$ cat src/rtl/rv_inst_encoder_loader.sv
`default_nettype none
// ============================================================================
// Module   : rv_inst_encoder_loader
// Brief    : Encodes RV32I field descriptors into instruction words and writes
//            them sequentially into instruction memory (boot/test loader).
//            Optional macro IMM_RANGE_CHECK_EN enables per-format imm checks.
// Revision : 1.0 - initial release
// ============================================================================
module rv_inst_encoder_loader #(
    parameter int ADDR_W    = 10,
    parameter int BASE_ADDR = 0
) (
    input  logic              clk,
    input  logic              rst,
    input  logic              start,
    input  logic              in_valid,
    output logic              in_ready,
    input  logic              in_last,
    input  logic [2:0]        op_class,
    input  logic [2:0]        funct3,
    input  logic              funct7_5,
    input  logic [4:0]        rd,
    input  logic [4:0]        rs1,
    input  logic [4:0]        rs2,
    input  logic [20:0]       imm,
    output logic              imem_we,
    output logic [ADDR_W-1:0] imem_addr,
    output logic [31:0]       imem_wdata,
    output logic [ADDR_W-2:0] count,
    output logic              done,
    output logic              err
);

    localparam logic [1:0] S_IDLE  = 2'd0;
    localparam logic [1:0] S_RUN   = 2'd1;
    localparam logic [1:0] S_WRITE = 2'd2;
    localparam logic [1:0] S_DONE  = 2'd3;

    localparam logic [31:0]       c_nop       = 32'h0000_0013;
    localparam logic [ADDR_W-1:0] c_base      = ADDR_W'(BASE_ADDR);
    localparam logic [ADDR_W-1:0] c_word      = ADDR_W'(4);
    localparam logic [ADDR_W-1:0] c_last_addr = {{(ADDR_W-2){1'b1}}, 2'b00};
    localparam logic [ADDR_W-2:0] c_one       = {{(ADDR_W-2){1'b0}}, 1'b1};

    logic [1:0]        r_state;
    logic              r_in_ready;
    logic              r_imem_we;
    logic [ADDR_W-1:0] r_addr;
    logic [31:0]       r_wdata;
    logic [ADDR_W-2:0] r_count;
    logic              r_done;
    logic              r_err;
    logic              r_last;

    logic [31:0]       w_enc;
    logic              w_bad;
    logic              w_shift;

`ifdef IMM_RANGE_CHECK_EN
    logic              w_imm_ok;
    logic              w_sext12;
    logic              w_sext13;
`endif

    always_comb begin
        w_shift = (funct3 == 3'b001) || (funct3 == 3'b101);
        w_bad   = 1'b0;
        w_enc   = c_nop;
        case (op_class)
            3'd0: w_enc = {imm[11:0], rs1, funct3, rd, 7'b0000011};
            3'd1: w_enc = {imm[11:5], rs2, rs1, funct3, imm[4:0], 7'b0100011};
            3'd2: w_enc = {1'b0, funct7_5, 5'b0, rs2, rs1, funct3, rd, 7'b0110011};
            3'd3: w_enc = {imm[12], imm[10:5], rs2, rs1, funct3, imm[4:1], imm[11], 7'b1100011};
            3'd4: w_enc = w_shift ? {1'b0, funct7_5, 5'b0, imm[4:0], rs1, funct3, rd, 7'b0010011}
                                  : {imm[11:0], rs1, funct3, rd, 7'b0010011};
            3'd5: w_enc = {imm[20], imm[10:1], imm[11], imm[19:12], rd, 7'b1101111};
            default: w_bad = 1'b1;
        endcase
`ifdef IMM_RANGE_CHECK_EN
        // In range when every bit above the format's sign bit matches it.
        w_sext12 = (&imm[20:11]) || (~|imm[20:11]);
        w_sext13 = (&imm[20:12]) || (~|imm[20:12]);
        case (op_class)
            3'd0, 3'd1: w_imm_ok = w_sext12;
            3'd3:       w_imm_ok = w_sext13 && !imm[0];
            3'd4:       w_imm_ok = w_shift ? ~|imm[20:5] : w_sext12;
            3'd5:       w_imm_ok = !imm[0];
            default:    w_imm_ok = 1'b1;
        endcase
        if (!w_imm_ok) begin
            w_bad = 1'b1;
            w_enc = c_nop;
        end
`endif
    end

    always_ff @(posedge clk) begin
        if (rst) begin
            r_state    <= S_IDLE;
            r_in_ready <= 1'b0;
            r_imem_we  <= 1'b0;
            r_addr     <= c_base;
            r_wdata    <= 32'h0;
            r_count    <= '0;
            r_done     <= 1'b0;
            r_err      <= 1'b0;
            r_last     <= 1'b0;
        end else if (start) begin
            r_state    <= S_RUN;
            r_in_ready <= 1'b1;
            r_imem_we  <= 1'b0;
            r_addr     <= c_base;
            r_count    <= '0;
            r_done     <= 1'b0;
            r_err      <= 1'b0;
            r_last     <= 1'b0;
        end else begin
            case (r_state)
                S_RUN: begin
                    if (in_valid && r_in_ready) begin
                        r_wdata    <= w_enc;
                        r_last     <= in_last;
                        r_in_ready <= 1'b0;
                        r_imem_we  <= 1'b1;
                        r_state    <= S_WRITE;
                        if (w_bad) r_err <= 1'b1;
                    end
                end
                S_WRITE: begin
                    r_imem_we <= 1'b0;
                    r_addr    <= r_addr + c_word;
                    r_count   <= r_count + c_one;
                    // Stop rather than wrap once the top word has been written.
                    if (r_last || (r_addr == c_last_addr)) begin
                        r_state <= S_DONE;
                        r_done  <= 1'b1;
                    end else begin
                        r_state    <= S_RUN;
                        r_in_ready <= 1'b1;
                    end
                end
                default: begin
                    r_in_ready <= 1'b0;
                    r_imem_we  <= 1'b0;
                end
            endcase
        end
    end

    // Reset suppresses the strobe in the same cycle so an aborted write never lands.
    assign imem_we    = r_imem_we & ~rst;
    assign in_ready   = r_in_ready;
    assign imem_addr  = r_addr;
    assign imem_wdata = r_wdata;
    assign count      = r_count;
    assign done       = r_done;
    assign err        = r_err;

endmodule
`default_nettype wire

$ cat config.mk
export PLATFORM = sky130hd
export DESIGN_NAME = rv_inst_encoder_loader
export DESIGN_NICKNAME = d
export VERILOG_FILES = /design/src/rtl/rv_inst_encoder_loader.sv
export SDC_FILE = /design/constraint.sdc
export NUM_CORES = 1
export LEC_CHECK = 0
export BUFFER_PORTS_ARGS = -buffer_cell sky130_fd_sc_hd__buf_2
export CORE_AREA = 2 2 82 84
export CTS_CLUSTER_SIZE = 30
export DETAILED_ROUTE_END_ITERATION = 8
export DIE_AREA = 0 0 84 86
export GPL_TIMING_DRIVEN = 0
export HOLD_SLACK_MARGIN = 0.1
export PLACE_DENSITY_LB_ADDON = 0.1
export SYNTH_ARGS = -nofsm -noshare
export SYNTH_HDL_FRONTEND = slang
export SYNTH_SLANG_ARGS = --single-unit
export TNS_END_PERCENT = 10
$ cat constraint.sdc
create_clock -name clk -period 1.4 [get_ports clk]
set_input_delay 0.14 -clock clk [delete_from_list [all_inputs] [get_ports clk]]
set_output_delay 0.14 -clock clk [all_outputs]
set_load 0.02 [all_outputs]
==> out/results.tsv <==
stage	metric	value	unit
timing	period utilization	101	%
setup_path	Worst EP arrival	1650	ps
timing	RSZ-0062 raised after global routing	yes	
global_route	initial antenna violation count	0	
synth	#FFs+latches synth	54	
die	DIE AREA	7220	um^2
synth	Yosys cell types	48	
global_route	pin count of the biggest net entering global routing	17	
finish	layout cells sized above 1	30.9	%
synth	Yosys top cell by area	dfxtp_1	
clocking	CTS Buf Count	5	
route	DRC Markers	0	
synth	Synth Instances	332	
power_and_ir_drop	power density of the placed cells	827	nW/um^2
place	placed cell count	508	
clocking	root buffer cell	clkbuf_8	
finish	Reg area	1100	um^2
power_and_ir_drop	Peak VDD IR	0.595	mV
run	maxcap violations	0	
timing	Setup-failing EPs final	3	
setup_path	WP buf/inv	1	
synth	register area share after synthesis	38.6	%
finish	Area Growth Syn to Fin	29.7	%
finish	Nets	495	
die	core area	6280	um^2
setup_path	Critical Path Source Type	flip-flop	
finish	Non-Filler Instances	523	
setup_path	kind of end point of the critical path	flip-flop	
setup_path	CP peak stage delay	520	ps
die	initial core utilization	44.6	%
timing	Hold WS	116	ps
setup_path	Slowest-stage cell, CP	or4_1	
synth	Synth area leaders	dfxtp_1 39%, a21oi_1 7.3%, o21ai_0 4.5%	
synth	most common cell in the synthesized netlist	dfxtp_1	
route	drt total wl	7830	um
synth	EDFF count, synth	0	
clocking	Reg clk slew, reported paths	100	ps
synth	Commonest cells post-synth	54 x dfxtp_1, 41 x a21oi_1, 25 x o21ai_0	
clocking	CTS HTree Levels	2	
run_status	status	finished, violations left	
clocking	clock tree buffer depth	2	
finish	area of the multi-input gates	1550	um^2
power_and_ir_drop	Pwr Total	0.00300	W
clocking	CTS tree	yes	
place	GP Congestion	0.855	
setup_path	crit-path max FO	10	
run_status	failing checks	setup timing	
synth	Yosys Warn Count	0	
setup_path	Crit path max-delay family	simple AND/OR/NAND/NOR gates	
setup_path	Critical Path RT	1640	ps
power_and_ir_drop	Leak	1.60	nW
die	Chip Width	84	um
synth	Main synth FF type	dfxtp_1	
clocking	Clk Latency, worst-skew pair	300	ps
setup_path	crit path kind	reg2reg	
hold_path	Hold Path Class	in2reg	
global_route	first-pass GRT wire length	12900	um
place	Detailed Place HPWL	5760	um
timing	final worst slack	-14.6	ps
timing	Tmin final	1410	ps
synth	Async SR Flop Fraction	0	%
timing	Max Slew Vio Count	0	
route	per-cell routed wire length	15.0	um
timing	setup TNS	-29.7	ps
setup_path	Cell Chain, Critical Path	clkbuf_8 > nand3b_4 > or4_1 > a21oi_1	
clocking	clock sink count	54	
place	pre-CTS setup slack	-115	ps
die	Std-Cell Rows	29	
synth	share of the synthesized area in the top cell type	38.6	%
synth	mapped cell area	2800	um^2
timing	actual slew at the worst max-slew pin	546	ps
route	Vias/cell	5.54	
route	First-pass DRT Iterations	4	
timing	Final Hold Fails	0	
finish	Fill cells	626	
finish	ant diodes	0	
die	IO Pins	103	
global_route	vias in the first global route	2688	
global_route	All-Layer GR Usage	21.6	%
global_route	total congestion overflow	0	
synth	Mean Syn Cell Area	8.43	um^2
timing	Slew headroom	63.6	%
route	vias	2898	
die	Die Y	86	um
timing	Final Skew	8.44	ps
place	I/O Buffers	98	
route	Iter 0 DRT Violations	169	
route	Final ANT Viol Nets	0	
timing	max frequency	707	MHz
==> sequential cells by signal, indices dropped and copies added (netlist names) <==
name / flops
imem_addr: 8
err: 1
r_state: 2
r_last: 1
in_ready: 1
count: 9
done: 1
r_imem_we: 1
imem_wdata: 30
==> per-layer routing <==
layer / GRT usage, % / up-vias / part of all wire, % / wire, um
met4: 7.04 / 0 / 1.3 / 98
met5: 0 / - / 0 / 0
li1: - / 1453 / - / -
met3: 3.85 / 12 / 5.4 / 423
met1: 27.2 / 1337 / 45 / 3490
met2: 37.7 / 96 / 49 / 3810
==> logic make-up (layout without fill, tap and decap cells) <==
family	Yosys count	in the layout	share of synthesized area, %
compound gates	118	118	27.2
simple gates	105	105	23.4
flops	54	54	38.6
buf+inv	43	156	6.75
xor+xnor	5	5	1.56
mux	4	4	1.43
fa+ha+maj	2	2	0.894
other cells	1	2	0.134
==> tightest hold or removal path, delay by kind of cell <==
kind	cells	cell delay, ps
and+or+nand+nor	1	60
buffers and inverters	1	100
AOI/OAI and AO/OA	1	80
==> where the power goes <==
part | internal, W | switching, W
Clock | 0.000527 | 0.000506
Sequential | 0.00155 | 0.0000137
Combinational | 0.000179 | 0.000230
==> cell type report <==
type / instances / area share (%)
plain buffers: 32 / 4.93
clock buffers: 5 / 1.89
well taps: 77 / 2.65
multi-input cells: 236 / 42.6
flip-flops and latches: 54 / 30.2
clock inverters: 3 / 1.10
repair buffers: 105 / 15.4
inverters: 11 / 1.14
==> layout by cell type (no fill, tap or decap), types with 3 or more instances in the layout <==
master | Yosys | final
dfxtp_1 | 54 | 47
nor2b_1 | 18 | 18
nand2_1 | 14 | 13
clkbuf_8 | 0 | 6
a311oi_1 | 11 | 11
inv_1 | 11 | 11
clkbuf_1 | 18 | 15
o21a_1 | 3 | 3
buf_4 | 5 | 5
nor3_1 | 4 | 4
o21ai_0 | 25 | 25
nand3_1 | 4 | 4
buf_2 | 7 | 102
a2bb2oi_1 | 4 | 4
or4_1 | 5 | 5
nor4bb_1 | 3 | 3
o31ai_1 | 5 | 5
or3_1 | 5 | 5
dfxtp_2 | 0 | 4
a21oi_1 | 41 | 41
nand4_1 | 6 | 6
dlygate4sd3_1 | 0 | 7
and3_1 | 10 | 10
buf_6 | 0 | 3
nor2_1 | 11 | 11
mux2i_1 | 4 | 4
nand3b_1 | 3 | 3
a211oi_1 | 11 | 10
o41ai_1 | 5 | 5
nand2b_1 | 12 | 11
a32oi_1 | 4 | 4
dfxtp_4 | 0 | 3
xor2_1 | 3 | 3
==> per-stage QoR <==
step | area [um^2] | utilization [%]
CTS | 3600 | 57.4
floorplan | 2810 | -
finish | 3630 | 57.9
global placement | 3390 | 54.1
global route | 3630 | 57.9
detailed placement | 3390 | 54.1
==> repair_timing <==
item,CTS,global route
endpoints found under the setup margin,22,35
pin swaps,2,2
endpoints found under the hold margin,7,0
hold buffers,7,0
resized for setup,11,15
buffers inserted,0,0
==> path summary, 6_finish.rpt <==
check / from / to / slack (ps) / depth (start not counted)
setup / recovery: r_state[0]$_SDFFE_PP0P_ / count[7]$_SDFFE_PP0P_ / -10 / 4
hold reg to reg: imem_wdata[1]$_SDFFE_PP0P_ / imem_wdata[1]$_SDFFE_PP0P_ / 480 / 2
hold / removal: rs1[4] / imem_wdata[19]$_SDFFE_PP0P_ / 120 / 3
setup reg to reg: r_state[0]$_SDFFE_PP0P_ / count[7]$_SDFFE_PP0P_ / -10 / 4
Note: power is estimated with default switching activity, not from simulation.
